### src/rtl/spi_slave_mem_pkg.sv
// Shared types and constants for the SPI-to-memory responder.
package spi_slave_mem_pkg;

    localparam int unsigned DATA_W = 32;

    localparam logic [7:0] CMD_WRITE  = 8'h02;
    localparam logic [7:0] CMD_READ   = 8'h0B;
    localparam logic [7:0] CMD_STATUS = 8'h05;

    typedef enum logic [2:0] {
        IDLE,
        CMD,
        ADDR,
        WDATA,
        DUMMY,
        RDATA,
        SKIP
    } state_e;

    function automatic int unsigned max_u(input int unsigned a, input int unsigned b);
        return (a > b) ? a : b;
    endfunction

endpackage

### src/rtl/spi_slave_sync.sv
// Two-flop synchronisers for the SPI pins plus edge detection on SCLK and CS.
module spi_slave_sync (
    input  logic clk_i,
    input  logic rst_ni,
    input  logic sclk,
    input  logic cs,
    input  logic sdi,
    output logic sclk_rise,
    output logic sclk_fall,
    output logic cs_rise,
    output logic cs_fall,
    output logic cs_sync,
    output logic sdi_sync
);

    // Stages [1:0] synchronise, stage [2] holds the previous level for edge detection.
    logic [2:0] sclk_q;
    logic [2:0] cs_q;
    logic [1:0] sdi_q;

    always_ff @(posedge clk_i or negedge rst_ni) begin
        if (!rst_ni) begin
            sclk_q <= '0;
            cs_q   <= '1;
            sdi_q  <= '0;
        end else begin
            sclk_q <= {sclk_q[1:0], sclk};
            cs_q   <= {cs_q[1:0], cs};
            sdi_q  <= {sdi_q[0], sdi};
        end
    end

    assign sclk_rise = sclk_q[1] & ~sclk_q[2];
    assign sclk_fall = ~sclk_q[1] & sclk_q[2];
    assign cs_rise   = cs_q[1] & ~cs_q[2];
    assign cs_fall   = ~cs_q[1] & cs_q[2];
    assign cs_sync   = cs_q[1];
    assign sdi_sync  = sdi_q[1];

endmodule

### src/rtl/spi_slave_mem.sv
// SPI mode-0 responder translating command/address/data frames into memory requests.
// Optional status command 0x05 is enabled by defining SPI_SLAVE_MEM_STATUS_EN.
module spi_slave_mem
    import spi_slave_mem_pkg::*;
#(
    parameter int unsigned DUMMY_CYCLES = 34,
    parameter int unsigned ADDR_W       = 32
) (
    input  logic              clk_i,
    input  logic              rst_ni,
    input  logic              spi_sclk,
    input  logic              spi_cs,
    input  logic              spi_sdi,
    output logic              spi_sdo,
    output logic              mem_req,
    output logic              mem_we,
    output logic [ADDR_W-1:0] mem_addr,
    output logic [DATA_W-1:0] mem_wdata,
    input  logic              mem_gnt,
    input  logic              mem_rvalid,
    input  logic [DATA_W-1:0] mem_rdata,
    output logic              busy_o,
    output logic              err_o
);

    localparam int unsigned CNT_W = $clog2(max_u(max_u(ADDR_W, DUMMY_CYCLES), DATA_W));

    logic sclk_rise, sclk_fall, cs_rise, cs_fall, cs_sync, sdi_sync;

    spi_slave_sync u_sync (
        .clk_i     (clk_i),
        .rst_ni    (rst_ni),
        .sclk      (spi_sclk),
        .cs        (spi_cs),
        .sdi       (spi_sdi),
        .sclk_rise (sclk_rise),
        .sclk_fall (sclk_fall),
        .cs_rise   (cs_rise),
        .cs_fall   (cs_fall),
        .cs_sync   (cs_sync),
        .sdi_sync  (sdi_sync)
    );

    state_e            state_q, state_d;
    logic [CNT_W-1:0]  cnt_q, cnt_d;
    logic [7:0]        cmd_q, cmd_d;
    logic [ADDR_W-1:0] addr_q, addr_d;
    logic [DATA_W-2:0] wdata_q, wdata_d;
    logic [DATA_W-1:0] tx_q, tx_d;
    logic              sdo_q, sdo_d;
    logic              req_q, req_d;
    logic              we_q, we_d;
    logic [ADDR_W-1:0] maddr_q, maddr_d;
    logic [DATA_W-1:0] mwdata_q, mwdata_d;
    logic              err_q, err_d;
    logic              rd_pend_q, rd_pend_d;
    logic              rd_have_q, rd_have_d;

    logic [7:0]        cmd_next;
    logic [ADDR_W-1:0] next_addr;
    logic [DATA_W-1:0] next_wdata;
    logic [ADDR_W-1:0] issue_addr;
    logic              issue, issue_we, start_rd;

    assign cmd_next   = {cmd_q[6:0], sdi_sync};
    assign next_addr  = {addr_q[ADDR_W-2:0], sdi_sync};
    assign next_wdata = {wdata_q, sdi_sync};

    always_comb begin
        state_d    = state_q;
        cnt_d      = cnt_q;
        cmd_d      = cmd_q;
        addr_d     = addr_q;
        wdata_d    = wdata_q;
        tx_d       = tx_q;
        sdo_d      = sdo_q;
        req_d      = req_q;
        we_d       = we_q;
        maddr_d    = maddr_q;
        mwdata_d   = mwdata_q;
        err_d      = err_q;
        rd_pend_d  = rd_pend_q;
        rd_have_d  = rd_have_q;
        issue      = 1'b0;
        issue_we   = 1'b0;
        issue_addr = addr_q;
        start_rd   = 1'b0;

        if (req_q && mem_gnt) begin
            req_d = 1'b0;
        end
        if (rd_pend_q && mem_rvalid) begin
            tx_d      = mem_rdata;
            rd_have_d = 1'b1;
            rd_pend_d = 1'b0;
        end

        // CS release takes priority over any SCLK edge seen in the same cycle.
        if (cs_rise) begin
            state_d = IDLE;
            sdo_d   = 1'b0;
        end else begin
            unique case (state_q)
                IDLE: begin
                    if (cs_fall) begin
                        state_d = CMD;
                        cnt_d   = CNT_W'(7);
                    end
                end
                CMD: begin
                    if (sclk_rise) begin
                        cmd_d = cmd_next;
                        cnt_d = cnt_q - CNT_W'(1);
                        if (cnt_q == '0) begin
                            if (cmd_next == CMD_WRITE || cmd_next == CMD_READ) begin
                                state_d = ADDR;
                                cnt_d   = CNT_W'(ADDR_W - 1);
                            end
`ifdef SPI_SLAVE_MEM_STATUS_EN
                            else if (cmd_next == CMD_STATUS) begin
                                state_d = RDATA;
                                cnt_d   = CNT_W'(7);
                                tx_d    = {err_q, req_q, 30'd0};
                            end
`endif
                            else begin
                                state_d = SKIP;
                            end
                        end
                    end
                end
                ADDR: begin
                    if (sclk_rise) begin
                        addr_d = next_addr;
                        cnt_d  = cnt_q - CNT_W'(1);
                        if (cnt_q == '0) begin
                            if (cmd_q == CMD_WRITE) begin
                                state_d = WDATA;
                                cnt_d   = CNT_W'(DATA_W - 1);
                            end else begin
                                issue      = 1'b1;
                                issue_addr = next_addr;
                                rd_have_d  = 1'b0;
                                if (DUMMY_CYCLES == 0) begin
                                    start_rd = 1'b1;
                                end else begin
                                    state_d = DUMMY;
                                    cnt_d   = CNT_W'(DUMMY_CYCLES - 1);
                                end
                            end
                        end
                    end
                end
                WDATA: begin
                    if (sclk_rise) begin
                        wdata_d = next_wdata[DATA_W-2:0];
                        cnt_d   = cnt_q - CNT_W'(1);
                        if (cnt_q == '0) begin
                            issue    = 1'b1;
                            issue_we = 1'b1;
                            state_d  = CMD;
                            cnt_d    = CNT_W'(7);
                        end
                    end
                end
                DUMMY: begin
                    if (sclk_rise) begin
                        cnt_d = cnt_q - CNT_W'(1);
                        if (cnt_q == '0) begin
                            start_rd = 1'b1;
                        end
                    end
                end
                RDATA: begin
                    if (sclk_fall) begin
                        sdo_d = tx_q[DATA_W-1];
                        tx_d  = {tx_q[DATA_W-2:0], 1'b0};
                    end
                    if (sclk_rise) begin
                        cnt_d = cnt_q - CNT_W'(1);
                        if (cnt_q == '0) begin
                            state_d = CMD;
                            cnt_d   = CNT_W'(7);
                            sdo_d   = 1'b0;
                        end
                    end
                end
                SKIP: ;
                default: state_d = IDLE;
            endcase
        end

        if (issue) begin
            if (req_q) begin
                err_d = 1'b1;
            end else begin
                req_d   = 1'b1;
                we_d    = issue_we;
                maddr_d = issue_addr;
                if (issue_we) begin
                    mwdata_d = next_wdata;
                end else begin
                    rd_pend_d = 1'b1;
                end
            end
        end

        // Read data not back by the end of the dummy phase: send zeros, flag, drop late data.
        if (start_rd) begin
            state_d   = RDATA;
            cnt_d     = CNT_W'(DATA_W - 1);
            rd_pend_d = 1'b0;
            rd_have_d = 1'b0;
            if (!(rd_have_q || (rd_pend_q && mem_rvalid))) begin
                tx_d  = '0;
                err_d = 1'b1;
            end
        end
    end

    always_ff @(posedge clk_i or negedge rst_ni) begin
        if (!rst_ni) begin
            state_q   <= IDLE;
            cnt_q     <= '0;
            cmd_q     <= '0;
            addr_q    <= '0;
            wdata_q   <= '0;
            tx_q      <= '0;
            sdo_q     <= 1'b0;
            req_q     <= 1'b0;
            we_q      <= 1'b0;
            maddr_q   <= '0;
            mwdata_q  <= '0;
            err_q     <= 1'b0;
            rd_pend_q <= 1'b0;
            rd_have_q <= 1'b0;
        end else begin
            state_q   <= state_d;
            cnt_q     <= cnt_d;
            cmd_q     <= cmd_d;
            addr_q    <= addr_d;
            wdata_q   <= wdata_d;
            tx_q      <= tx_d;
            sdo_q     <= sdo_d;
            req_q     <= req_d;
            we_q      <= we_d;
            maddr_q   <= maddr_d;
            mwdata_q  <= mwdata_d;
            err_q     <= err_d;
            rd_pend_q <= rd_pend_d;
            rd_have_q <= rd_have_d;
        end
    end

    assign spi_sdo   = sdo_q;
    assign mem_req   = req_q;
    assign mem_we    = we_q;
    assign mem_addr  = maddr_q;
    assign mem_wdata = mwdata_q;
    assign err_o     = err_q;
    assign busy_o    = ~cs_sync | req_q;

endmodule

### config.mk
export PLATFORM = sky130hd
export DESIGN_NAME = spi_slave_mem
export DESIGN_NICKNAME = d
export VERILOG_FILES = /design/src/rtl/spi_slave_mem_pkg.sv /design/src/rtl/spi_slave_sync.sv /design/src/rtl/spi_slave_mem.sv
export SDC_FILE = /design/constraint.sdc
export NUM_CORES = 1
export LEC_CHECK = 0
export CELL_PAD_IN_SITES_DETAIL_PLACEMENT = 1
export CELL_PAD_IN_SITES_GLOBAL_PLACEMENT = 2
export CORE_ASPECT_RATIO = 2
export CORE_UTILIZATION = 29
export DETAILED_ROUTE_END_ITERATION = 7
export PLACE_DENSITY = 0.73
export SETUP_SLACK_MARGIN = 0.5
export SLEW_MARGIN = 0
export SYNTH_ARGS = -nofsm -noshare
export SYNTH_HDL_FRONTEND = slang
export SYNTH_SLANG_ARGS = --single-unit
export TNS_END_PERCENT = 30
### constraint.sdc
create_clock -name clk_i -period 3.15 [get_ports clk_i]
set_input_delay 0.63 -clock clk_i [delete_from_list [all_inputs] [get_ports clk_i]]
set_output_delay 0.63 -clock clk_i [all_outputs]
set_load 0.01 [all_outputs]
==> results.toml <==
[clocking]
clock-root-buffer = "clkbuf_16"
cts_buffers = 17
clkTransAtPathRegs_ns = 0.07
cts_tree = "yes"
cts.path.max_buffers = 2
insertion_delay_ns = 0.45
h-tree-depth = 4
clock-sinks = 190
cts_hold_buf = 0

[critical_path]
crit_path_end_kind = "flop"
path_buf_inv = 2
regToRegSetupSlack_ns = 0.60
crit_type = "reg -> reg"
cp_slowest_cell = "dfstp_2"
startpoint = "u_sync.cs_q[2]"
worstRegToRegCells = 8
r2r_start = "u_sync.cs_q[2]"
path_depth = 8
critPathLaunchType = "flop"
crit_chain = "inv_1 -> ha_1 -> or3b_1 -> nor3_4 -> buf_6 -> nand2_1 -> a21oi_1 -> or3_1"
crit_fanout = 32
cp.arrival_ns = 2.94
slowest_delay_ns = 0.54
rr_endpoint = "err_o"
cp-endpoint = "err_o"
path_delay_family = "simple AND/OR/NAND/NOR gates"
cp.required_ns = 3.54

[timing]
finalCritPeriodShare_pct = 81.0
fin_hold_ws_ns = 0.208
slew_headroom_pct = 50.7
setup-violations-final = 0
slew_viol_final = 0
fin_crit_ns = 2.55
skew_ns = 0.0119
hold_viol = 0
grt_setup_unrepaired = "yes"
layout_setup_ws_ns = 0.600
tns_ns = 0
fmax_mhz = 392
tightest_slew_ns = 0.739

[grt]
grt_pass1_wl_um = 32100
overflow = 0
antenna_found_initial = 0
grt_max_degree = 82
grt_usage_pct = 14.5
grt_pass1_vias = 5939

[pwr]
power.switching_mw = 1.70
powerDensity_mw_per_mm2 = 588
p_int_mw = 4.41
p_leak_nw = 4.96
sw_frac_of_total_pct = 27.8
combinationalPowerShare_pct = 15.1
clockPowerShare_pct = 36.9
p_seq_share_pct = 48.0
vdd_drop_max_v = 0.000333

[run_status]
status = "complete, no violations"

[synth]
yosysWarnings = 0
yosysUniqueCellTypes = 60
synth_cells = 663
synth.avg_cell_area_um2 = 12.5
seq_area_frac_synth_pct = 57.5
syn_nets = 705
synthesis.area_mm2 = 0.00827
ys_seq_elements = 190
ys_async_sr_fraction_pct = 100
synth_top_area_share_pct = 56.6
synth_top_area_cell = "dfrtp_1"
synth.area.top_cells = "dfrtp_1 (57%), mux2_2 (9.9%), mux2i_1 (7.6%)"
synth-edff-count = 0
ys.flop_type = "dfrtp_1"

[final_layout]
nFillCells = 3036
final_common_cell = "dfrtp_1"
fin_util_pct = 37.0
multiInputGateArea_mm2 = 0.00330
layout_common_cells = "dfrtp_1 (187), clkdlybuf4s50_1 (106), mux2_2 (73)"
nets = 805
antenna_cells = 0
regArea_mm2 = 0.00476
drive_gt1_share_pct = 17.8
area_growth_syn_to_layout_pct = 25.6

[place]
hpwl_um = 13600
place_ws_ns = 0.459
gp_congestion = 0.812
port_buffers = 107

[floorplanning]
die_w_um = 121
pin_count = 108
fp.dieArea_mm2 = 0.0292
core_area_mm2 = 0.0281
start_util_pct = 29.4
fp.dieH_um = 241
row_count = 87

[route]
via_per_inst = 4.91
dr.pass1.iters = 4
drtAntennaViolNets = 0
drt_iter0_markers = 140
drcViolationCount = 0
drt-total-wl_um = 19800
vias = 5553
wl_per_cell_um = 17.5

[job]
cap_violations = 0

[hold_path]
holdCritPathClass = "in -> async"
-- kinds of logic (layout without fill, tap and decap cells) --
| kind of cell | Yosys count | in the layout | share of synthesized area [%] |
|---|---|---|---|
| AOI/OAI and AO/OA | 113 | 113 | 8.79 |
| xor gates and xnor gates | 2 | 2 | 0.212 |
| adders and majority gates | 3 | 3 | 0.454 |
| buffers and inverters | 49 | 162 | 2.84 |
| DFF | 190 | 190 | 57.5 |
| muxes | 167 | 167 | 21.8 |
| and+or+nand+nor | 139 | 139 | 8.37 |
-- final cells by class --
cell class / count / share of cell area (%)
Clock buffer: 20 / 4.49
Clock inverter: 12 / 1.43
Inverter: 7 / 0.253
Multi-Input combinational cell: 424 / 31.8
Sequential cell: 190 / 45.8
Tap cell: 356 / 4.29
Timing Repair Buffer: 123 / 11.9
-- flip-flops by register name, summed over array words and instances (netlist names) --
register,count
addr_q,32
mem_addr,32
mem_wdata,32
tx_q,32
wdata_q,31
cmd_q,8
cnt_q,6
state_q,3
u_sync.cs_q,3
u_sync.sclk_q,3
u_sync.sdi_q,2
err_o,1
mem_req,1
mem_we,1
rd_have_q,1
rd_pend_q,1
spi_sdo,1
-- worst reg2reg max path, cell delays in order, from the launching register on --
cell and delay [ns]:
dfstp_2 0.54, inv_1 0.04, ha_1 0.29, or3b_1 0.50
nor3_4 0.29, buf_6 0.33, nand2_1 0.22, a21oi_1 0.18
or3_1 0.11
-- cell usage after synthesis, types with 2 or more instances --
library cell,number
a211oi_1,35
a31oi_1,3
nor2_1,42
xnor2_1,2
a21oi_1,9
buf_6,4
nand4b_1,3
a21o_1,2
ha_1,3
nand3_1,5
and3_1,2
nand3b_1,2
a211o_1,2
inv_1,6
buf_2,17
o21ai_1,34
nor3_1,7
or3_1,4
nand2_1,48
nor3b_1,3
o21ai_0,13
mux2_1,31
dfrtp_1,187
buf_1,2
o21a_1,2
clkbuf_1,19
dfstp_2,3
nand2b_1,3
or2_1,2
nor2b_1,4
mux2_2,73
mux2i_1,63
-- layer usage --
layer / wire [um] / part of all wire, % / global-route usage, % / vias up
met4: 648 / 3.3 / 7.82 / 0
met3: 526 / 2.7 / 2.84 / 39
li1: - / - / - / 2566
met5: 0 / 0 / 0 / -
met2: 11000 / 55 / 26.1 / 90
met1: 7680 / 39 / 15.9 / 2858
-- power groups by stage --
stage | registers, mW | logic [mW] | clock network [mW]
after floorplan | 2.88 | 0.684 | 0
after global placement | 2.97 | 0.904 | 0
after detailed placement | 2.98 | 0.928 | 0
after CTS | 2.93 | 0.933 | 2.33
after global routing | 2.97 | 1.05 | 2.42
final | 2.93 | 0.924 | 2.25
-- worst min path at each step --
stage	end	slack, ns
floorplan	addr_q[0]	0.33
global route	mem_wdata[8]	0.27
CTS	mem_wdata[8]	0.25
global placement	u_sync.sclk_q[1]	0.34
finish	mem_wdata[8]	0.21
detailed placement	u_sync.cs_q[1]	0.36
-- through the flow --
stage | area (um2) | total power, mW | cells
5_1_grt | 10400 | 6.44 | 1132
3_5_place_dp | 9760 | 3.91 | 1100
4_1_cts | 10400 | 6.20 | 1132
3_3_place_gp | 9760 | 3.87 | 1100
2_1_floorplan | 8270 | 3.57 | 663
6_report | 10400 | 6.11 | 1132
-- what timing repair did --
item                       4_1_cts  5_1_grt
resized for setup                2        1
setup endpoints to repair       35        9
setup buffers                    0        0
Power figures use the tool's default switching activity.
